### src/rtl/imem_loader.sv
// -----------------------------------------------------------------------------
// imem_loader
//
// Writes a program into instruction memory. The program arrives as a byte
// stream over a valid/ready handshake. The first byte is the word count N.
// It is followed by N little-endian 32-bit words. Each word is written to
// byte addresses 0, 4, 8, ... The CPU is held in reset (cpu_rst_n=0) until a
// complete image has been written.
//
// Optional feature (compile-time macro LOADER_CHECKSUM_EN):
//   After the last word (or straight after a zero header), one extra byte is
//   consumed. It must equal the XOR of the header byte and all data bytes.
//   On a mismatch the loader goes to ERROR and the CPU stays in reset.
//
// Parameters:
//   ADDR_W     width of the instruction-memory byte address
//   MAX_WORDS  largest accepted program size in words (<= 2**ADDR_W / 4)
//
// Ports:
//   clk, rst     clock and synchronous active-high reset
//   start        one-cycle pulse; begins a load from IDLE, DONE or ERROR
//   byte_valid   a byte is offered on byte_data
//   byte_data    stream byte
//   byte_ready   loader accepts byte_data this cycle
//   mem_we       instruction-memory write strobe, one cycle per word
//   mem_addr     byte address of the word being written
//   mem_wdata    word being written
//   cpu_rst_n    active-low CPU reset
//   busy         a load is in progress
//   done         last load completed successfully
//   error        last load was rejected
//   word_count   words written in the current or last load
// -----------------------------------------------------------------------------
module imem_loader #(
    parameter int ADDR_W    = 8,
    parameter int MAX_WORDS = 64
) (
    input  logic              clk,
    input  logic              rst,
    input  logic              start,
    input  logic              byte_valid,
    input  logic [7:0]        byte_data,
    output logic              byte_ready,
    output logic              mem_we,
    output logic [ADDR_W-1:0] mem_addr,
    output logic [31:0]       mem_wdata,
    output logic              cpu_rst_n,
    output logic              busy,
    output logic              done,
    output logic              error,
    output logic [7:0]        word_count
);

    typedef enum logic [2:0] {
        IDLE,
        HDR,
        DATA,
        WRITE,
        DONE,
`ifdef LOADER_CHECKSUM_EN
        CHK,
`endif
        ERROR
    } state_t;

    localparam logic [8:0] MAX_N = 9'(MAX_WORDS);

    state_t      state;
    state_t      state_next;
    logic [1:0]  byte_idx;
    logic [23:0] asm_word;   // lanes 0..2; lane 3 comes straight from byte_data
    logic [7:0]  n_words;
    logic [7:0]  wc_inc;
    logic        fire;
`ifdef LOADER_CHECKSUM_EN
    logic [7:0]  csum;
`endif

    // Byte address of a word index, truncated to the memory address width.
    function automatic logic [ADDR_W-1:0] word_addr(input logic [7:0] idx);
        logic [ADDR_W+9:0] full;
        full = {{ADDR_W{1'b0}}, idx, 2'b00};
        return full[ADDR_W-1:0];
    endfunction

    assign fire   = byte_valid && byte_ready;
    assign wc_inc = word_count + 8'd1;

    always_ff @(posedge clk) begin
        if (rst) begin
            state <= IDLE;
        end else begin
            state <= state_next;
        end
    end

    always_comb begin
        state_next = state;
        byte_ready = 1'b0;
        mem_we     = 1'b0;
        busy       = 1'b0;
        done       = 1'b0;
        error      = 1'b0;
        cpu_rst_n  = 1'b0;
        case (state)
            IDLE: begin
                if (start) state_next = HDR;
            end
            HDR: begin
                busy       = 1'b1;
                byte_ready = 1'b1;
                if (fire) begin
                    if (byte_data == 8'd0) begin
`ifdef LOADER_CHECKSUM_EN
                        state_next = CHK;
`else
                        state_next = DONE;
`endif
                    end else if ({1'b0, byte_data} > MAX_N) begin
                        state_next = ERROR;
                    end else begin
                        state_next = DATA;
                    end
                end
            end
            DATA: begin
                busy       = 1'b1;
                byte_ready = 1'b1;
                if (fire && byte_idx == 2'd3) state_next = WRITE;
            end
            WRITE: begin
                busy   = 1'b1;
                mem_we = 1'b1;
                if (wc_inc == n_words) begin
`ifdef LOADER_CHECKSUM_EN
                    state_next = CHK;
`else
                    state_next = DONE;
`endif
                end else begin
                    state_next = DATA;
                end
            end
`ifdef LOADER_CHECKSUM_EN
            CHK: begin
                busy       = 1'b1;
                byte_ready = 1'b1;
                if (fire) state_next = (byte_data == csum) ? DONE : ERROR;
            end
`endif
            DONE: begin
                done      = 1'b1;
                cpu_rst_n = 1'b1;
                if (start) state_next = HDR;
            end
            ERROR: begin
                error = 1'b1;
                if (start) state_next = HDR;
            end
            default: state_next = IDLE;
        endcase
    end

    // Datapath: header capture, byte assembly, write address/data, counter.
    // mem_addr/mem_wdata are loaded on the 4th byte so they are valid during
    // the WRITE cycle and hold afterwards.
    always_ff @(posedge clk) begin
        if (rst) begin
            byte_idx   <= 2'd0;
            asm_word   <= '0;
            n_words    <= 8'd0;
            word_count <= 8'd0;
            mem_addr   <= '0;
            mem_wdata  <= '0;
`ifdef LOADER_CHECKSUM_EN
            csum       <= 8'd0;
`endif
        end else begin
            case (state)
                IDLE, DONE, ERROR: begin
                    if (start) word_count <= 8'd0;
                end
                HDR: begin
                    if (fire) begin
                        n_words  <= byte_data;
                        byte_idx <= 2'd0;
`ifdef LOADER_CHECKSUM_EN
                        csum     <= byte_data;
`endif
                    end
                end
                DATA: begin
                    if (fire) begin
                        byte_idx <= byte_idx + 2'd1;
`ifdef LOADER_CHECKSUM_EN
                        csum     <= csum ^ byte_data;
`endif
                        case (byte_idx)
                            2'd0: asm_word[7:0]   <= byte_data;
                            2'd1: asm_word[15:8]  <= byte_data;
                            2'd2: asm_word[23:16] <= byte_data;
                            default: begin
                                mem_wdata <= {byte_data, asm_word};
                                mem_addr  <= word_addr(word_count);
                            end
                        endcase
                    end
                end
                WRITE: begin
                    word_count <= wc_inc;
                end
                default: ;
            endcase
        end
    end

endmodule

### config.mk
export PLATFORM = sky130hd
export DESIGN_NAME = imem_loader
export DESIGN_NICKNAME = d
export VERILOG_FILES = /design/src/rtl/imem_loader.sv
export SDC_FILE = /design/constraint.sdc
export NUM_CORES = 1
export LEC_CHECK = 0
export ABC_CLOCK_PERIOD_IN_PS = 2200
export BUFFER_PORTS_ARGS = -buffer_cell sky130_fd_sc_hd__clkbuf_2
export CAP_MARGIN = 10
export CORE_ASPECT_RATIO = 1.2
export CORE_MARGIN = 2
export CORE_UTILIZATION = 50
export CTS_CLUSTER_SIZE = 10
export DETAILED_ROUTE_END_ITERATION = 10
export PLACE_DENSITY = 0.73
export SLEW_MARGIN = 20
export SYNTH_ARGS = -nofsm -noshare
export SYNTH_HDL_FRONTEND = slang
export SYNTH_SLANG_ARGS = --single-unit
export TNS_END_PERCENT = 20
### constraint.sdc
create_clock -name clk -period 2.2 [get_ports clk]
set_input_delay 0.33 -clock clk [delete_from_list [all_inputs] [get_ports clk]]
set_output_delay 0.33 -clock clk [all_outputs]
set_load 0.05 [all_outputs]
==> metrics, run 1 <==
power per cell area 751.8 nW/um^2; worst r2r dst state[1]; sequential area share after synthesis 0.4868; vias in the first global route 2736; Core Area 6730 sq um; Slew @ Worst Pin 0.5887 ns; DR WL/cell 13.46 microns; WS Path Type flop to primary output; worst hold stages 2; Setup crit end mem_we; vias 3087; Ys Warns 0; min-delay worst type input port to flop; Pins Over Slew Limit 0; ANT nets after route 0; final wirelength 7.929 mm; Async S/R FF share, synth 0; layout cell share with drive strength beyond 1 0.1833; Period minus WS final 2.072 ns; final hold violation count 0; setup TNS 0 ns; CP Capture Type primary output; First DRT Iteration DRCs 127; Final Worst Setup Slack 0.1278 ns; nets 515; DP Cell Count 573; first-pass GRT wire length 12.97 mm; synthesized area per cell 7.670 sq um; clock skew 0.006167 ns; status completed; Total GRT Usage 0.2195; CTS Buf Count 9; R2R Setup Slk 0.33 ns; max cap viols 0; Fmax 482.6 MHz; worst-case reg-to-reg path depth 6; clk slew on worst S/H paths 0.08 ns; Post-synth EDFFs 0; Worst Path Arrival 1.74 ns; Max FO, Critical Path 8; largest net degree at the start of global routing 47; drt pass-1 iters 6; H-Tree Level Count 3; Remaining Overflow, GRT 0; maximum VDD drop 0.3461 mV; Unique masters post-synth 39; RD Place Congestion 0.7804; DIE AREA 7506 sq um; Worst EP required 1.87 ns; Worst-Skew Late Latency 0.35 ns; via/cell ratio 5.241; chip height 94.51 microns; CTS Root Cell clkbuf_8; Setup-failing EPs final 0; Non-Filler Instances 589; worst setup path startpoint state[0]; Diodes inserted 0; Final Hold Slack 0.2463 ns; # fillers 642; antenna violations before repair 0; FF-to-FF Start word_count[1]; Core Rows 33; Starting Density 0.5072; dpl ws 0.2733 ns; hold_buf cts 0; Slew HR 0.6075; # DRC 0; RSZ-0062 raised after global routing false; synthesized instance count 445; startpoint types flop; IO buf count 63; Lkg Pwr 0.001515 uW; CTS tree done; Final Cycle Share 0.9419; post-DP HPWL 5.435 mm; io pins 66; Area growth syn-to-layout 17.82%; die width 79.43 microns; Max clock buf depth 2; Seq cells post-synth 83; clock sink total 83; fin util 0.5975; cell area after synthesis 3413 sq um; top_reg_cell synth dfxtp_1
-- registers in the layout, summed over array words and instances, names as in the netlist --
signal	cells
mem_wdata	32
asm_word	24
n_words	8
word_count	8
mem_addr	6
state	3
byte_idx	2
-- layout make-up --
| type | instances | area (sq um) | share of cell area |
|---|---|---|---|
| Clock buffer | 10 | 137.6 | 0.03423 |
| Clock inverter | 6 | 112.6 | 0.02800 |
| Inverter | 7 | 26.28 | 0.006534 |
| Multi-Input combinational cell | 324 | 1592 | 0.3958 |
| Sequential cell | 83 | 1662 | 0.4132 |
| Tap cell | 87 | 108.9 | 0.02707 |
| Timing Repair Buffer | 72 | 382.9 | 0.09521 |
-- per-layer routing --
layer,vias to the layer above,routed length (microns),GRT usage
li1,1583,-,-
met1,1431,3688,0.2857
met2,59,3785,0.3543
met3,14,294,0.04111
met4,0,161,0.09626
met5,-,0,0
-- kinds of logic (layout without fill, tap and decap cells) --
group	after synthesis	count (layout)	share of synthesized area
compound gates	99	99	0.1532
xor+xnor	9	9	0.02310
fa+ha+maj	6	6	0.02199
buf+inv	39	95	0.04875
flops	83	83	0.4868
other cells	1	2	0.001099
simple gates	208	208	0.2650
-- cell usage in the layout (no fill, tap or decap), types with 2 or more instances in the layout --
cell and instances:
a22oi_1 2, nor3_1 3, xnor2_1 6, dfxtp_1 83, nand3_1 28, nand3b_1 4, clkinv_4 2, clkbuf_2 62
inv_1 6, nor2_1 23, conb_1 2, and2_1 4, nand2_1 128, buf_4 9, xor2_1 3, clkbuf_8 10
a21oi_1 81, nand2b_1 5, bufinv_16 3, ha_1 6, nor4_1 2, or3_1 3, o21ai_0 8
-- worst min-delay path by stage --
stage	startpoint	to	slack, ns
5_1_grt	byte_valid	byte_idx[0]	0.26
6_report	byte_valid	byte_idx[0]	0.25
3_5_place_dp	asm_word[16]	mem_wdata[16]	0.45
2_1_floorplan	asm_word[10]	mem_wdata[10]	0.43
3_3_place_gp	mem_wdata[27]	mem_wdata[27]	0.44
4_1_cts	byte_valid	byte_idx[0]	0.23
-- report_power, final --
part	internal [uW]	switching (uW)	total [uW]
combinational	41.9	119	161
sequential	1510	10.9	1520
clock	787	553	1340
-- stage by stage --
stage	instance area (sq um)	power [uW]
after floorplan	3417	1667
after global placement	3771	1715
after detailed placement	3771	1717
after CTS	4021	3042
after global routing	4021	3127
final	4021	3023
-- timing repair --
action                                  4_1_cts  5_1_grt
buffers inserted                              0        0
endpoints found under the hold margin         0        0
endpoints found under the setup margin        0        1
gates resized for setup                       0        1
-- critical path, stage by stage (launching register included) --
cell	delay, ns
dfxtp_1	0.42
inv_1	0.12
or3_1	0.41
clkinv_1	0.15
buf_2	0.29
-- Yosys cell counts (all sizes together) (5+ instances only) --
| master | number | area, sq um |
|---|---|---|
| a21oi | 81 | 405.4 |
| buf | 10 | 56.30 |
| clkbuf | 22 | 83.83 |
| dfxtp | 83 | 1662 |
| ha | 6 | 75.07 |
| inv | 6 | 22.52 |
| nand2 | 128 | 480.5 |
| nand2b | 5 | 31.28 |
| nand3 | 28 | 140.1 |
| nor2 | 24 | 90.09 |
| o21ai | 9 | 45.04 |
| xnor2 | 6 | 52.55 |
No activity file was read; power rests on OpenSTA's default activity.
==> run 2, diff against run 1 <==
--- a/config.mk
+++ b/config.mk
@@ -10,10 +10,9 @@
 export CAP_MARGIN = 10
 export CORE_ASPECT_RATIO = 1.2
 export CORE_MARGIN = 2
-export CORE_UTILIZATION = 50
+export CORE_UTILIZATION = 40
 export CTS_CLUSTER_SIZE = 10
 export DETAILED_ROUTE_END_ITERATION = 10
-export PLACE_DENSITY = 0.73
 export SLEW_MARGIN = 20
 export SYNTH_ARGS = -nofsm -noshare
 export SYNTH_HDL_FRONTEND = slang
==> run 2 against run 1 <==
  * Fmax grew 0.43%
  * Sequential cell count is the same
  * Register-to-register slack gained 0.06 ns
  * Largest cell class unchanged
  * Largest power group unchanged
  * Highest routed layer unchanged
==> metrics, run 2 (synthesis gave the netlist of run 1 again) <==
Slew @ Worst Pin 0.5820 ns (was 0.5887 ns); worst setup path startpoint state[0] (unchanged); min-delay worst type input port to flop (unchanged); nets 515 (unchanged); Largest regs mem_wdata (32), asm_word (24) (unchanged); Slew HR 0.6120 (was 0.6075); Flop pwr share 0.572 (was 0.504); Net Sw Power 646.6 uW (was 683.3 uW); post-DP HPWL 5.593 mm (was 5.435 mm); die width 88.33 microns (was 79.43 microns); vias in the first global route 2782 (was 2736); Setup-failing EPs final 0 (unchanged); startpoint types flop (unchanged); R2R Setup Slk 0.39 ns (was 0.33 ns); max cap viols 0 (unchanged); Fmax 484.6 MHz (was 482.6 MHz); Core Area 8198 sq um (was 6730 sq um); CTS Buf Count 9 (unchanged); via/cell ratio 5.003 (was 5.241); IO buf count 63 (unchanged); Remaining Overflow, GRT 0 (unchanged); commonest non-fill, non-tap cell in the layout nand2_1 (unchanged); WS Path Type flop to primary output (unchanged); Total GRT Usage 0.1852 (was 0.2195); Period minus WS final 2.063 ns (was 2.072 ns); most frequent cells in the layout nand2_1 (128), dfxtp_1 (83), a21oi_1 (81) (unchanged); Area growth syn-to-layout 16.83% (was 17.82%); final hold violation count 0 (unchanged); Diodes inserted 0 (unchanged); io pins 66 (unchanged); layout cell share with drive strength beyond 1 0.1780 (was 0.1833); FF-to-FF Start state[0] (was word_count[1]); ANT nets after route 0 (unchanged); clock network power share 0.366 (was 0.443); final wirelength 8.057 mm (was 7.929 mm); First DRT Iteration DRCs 146 (was 127); switching share of power 0.2430 (was 0.2260); Starting Density 0.4164 (was 0.5072); power per cell area 667.2 nW/um^2 (was 751.8 nW/um^2); Max clock buf depth 2 (unchanged); dpl cell area 3817 sq um (was 3771 sq um); setup TNS 0 ns (unchanged); Power Total 2661 uW (was 3023 uW); first-pass GRT wire length 13.48 mm (was 12.97 mm); CP Capture Type primary output (unchanged); internal power 2014 uW (was 2340 uW); drt pass-1 iters 4 (was 6); antenna violations before repair 0 (unchanged); CTS tree done (unchanged); RD Place Congestion 0.8533 (was 0.7804); H-Tree Level Count 3 (unchanged); chip height 105.2 microns (was 94.51 microns); Max FO, Critical Path 8 (unchanged); # DRC 0 (unchanged); Setup crit end mem_we (unchanged); largest net degree at the start of global routing 45 (was 47); max reg flops 32 (unchanged); DIE AREA 9291 sq um (was 7506 sq um); Final Cycle Share 0.9379 (was 0.9419); Final Hold Slack 0.2443 ns (was 0.2463 ns); maximum VDD drop 0.2686 mV (was 0.3461 mV); Final Worst Setup Slack 0.1366 ns (was 0.1278 ns); fin area 3988 sq um (was 4021 sq um); DR WL/cell 13.12 microns (was 13.46 microns); dpl ws 0.3014 ns (was 0.2733 ns); Worst EP required 1.87 ns (about the same); RSZ-0062 raised after global routing false (unchanged); largest register by flop count mem_wdata (unchanged); clock skew 0.008494 ns (was 0.006167 ns); Pins Over Slew Limit 0 (unchanged); worst-case reg-to-reg path depth 6 (unchanged); Worst-Skew Late Latency 0.36 ns (was 0.35 ns); worst r2r dst word_count[4] (was state[1]); clk slew on worst S/H paths 0.07 ns (was 0.08 ns); clock sink total 83 (unchanged); Core Rows 36 (was 33); Worst Path Arrival 1.73 ns (was 1.74 ns); vias 3072 (was 3087); Comb power frac 0.062 (was 0.053); status completed (unchanged); Post-CTS Setup Inserts 0 (unchanged); CTS Root Cell clkbuf_8 (unchanged); Lkg Pwr 0.001476 uW (was 0.001515 uW)
[run 2: cell count changes in the layout (fill, tap and decap cells not counted), sizes merged]
cell      before  now
buf           10    9
bufinv         3    0
clkbuf        72   75
clkinv         4    2
clkinvlp       0    1
[run 2: power by group through the flow]
| stage | registers [uW] | clock network (uW) | logic [uW] |
|---|---|---|---|
| 2_1_floorplan | 1560 | 0 | 111 |
| 3_3_place_gp | 1560 | 0 | 163 |
| 3_5_place_dp | 1560 | 0 | 165 |
| 4_1_cts | 1520 | 1010 | 165 |
| 5_1_grt | 1520 | 1070 | 181 |
| 6_report | 1520 | 973 | 165 |
[run 2: cell type report]
cell class,count,area [sq um]
well taps,114,142.6
clock inverters,2,12.51
inverters,7,26.28
repair buffers,72,397.9
flip-flops and latches,83,1662
multi-input cells,324,1592
fillers,864,4210
clock buffers,12,155.1
[run 2: metrics by stage]
stage / utilization / std cells
after floorplan: - / 446
after global placement: 0.4657 / 600
after detailed placement: 0.4657 / 600
after CTS: 0.4861 / 614
after global routing: 0.4864 / 614
final: 0.4864 / 614
[run 2: worst max-delay path, cell delays in order (launching register included)]
cell	delay [ns]
dfxtp_1	0.41
inv_1	0.13
or3_1	0.40
clkinv_1	0.17
clkbuf_4	0.27
[run 2: what timing repair did]
item	in CTS	in global routing
endpoints found under the setup margin	0	1
gates resized for setup	0	2
hold buffers	0	0
[run 2: per-layer routing]
layer	track usage	vias to the layer above	share of wire
met4	0.07143	0	0.014
met2	0.2701	63	0.46
met1	0.2639	1418	0.48
li1	-	1580	-
met5	0	-	0
met3	0.04107	11	0.045
[run 2: how the worst min path moves through the flow]
| stage | from | end | depth (start not counted) |
|---|---|---|---|
| 3_3_place_gp | asm_word[22] | mem_wdata[22] | 2 |
| 3_5_place_dp | mem_wdata[27] | mem_wdata[27] | 2 |
| 6_report | byte_valid | byte_idx[0] | 2 |
| 2_1_floorplan | asm_word[10] | mem_wdata[10] | 2 |
| 4_1_cts | byte_valid | byte_idx[0] | 2 |
| 5_1_grt | byte_valid | byte_idx[0] | 2 |
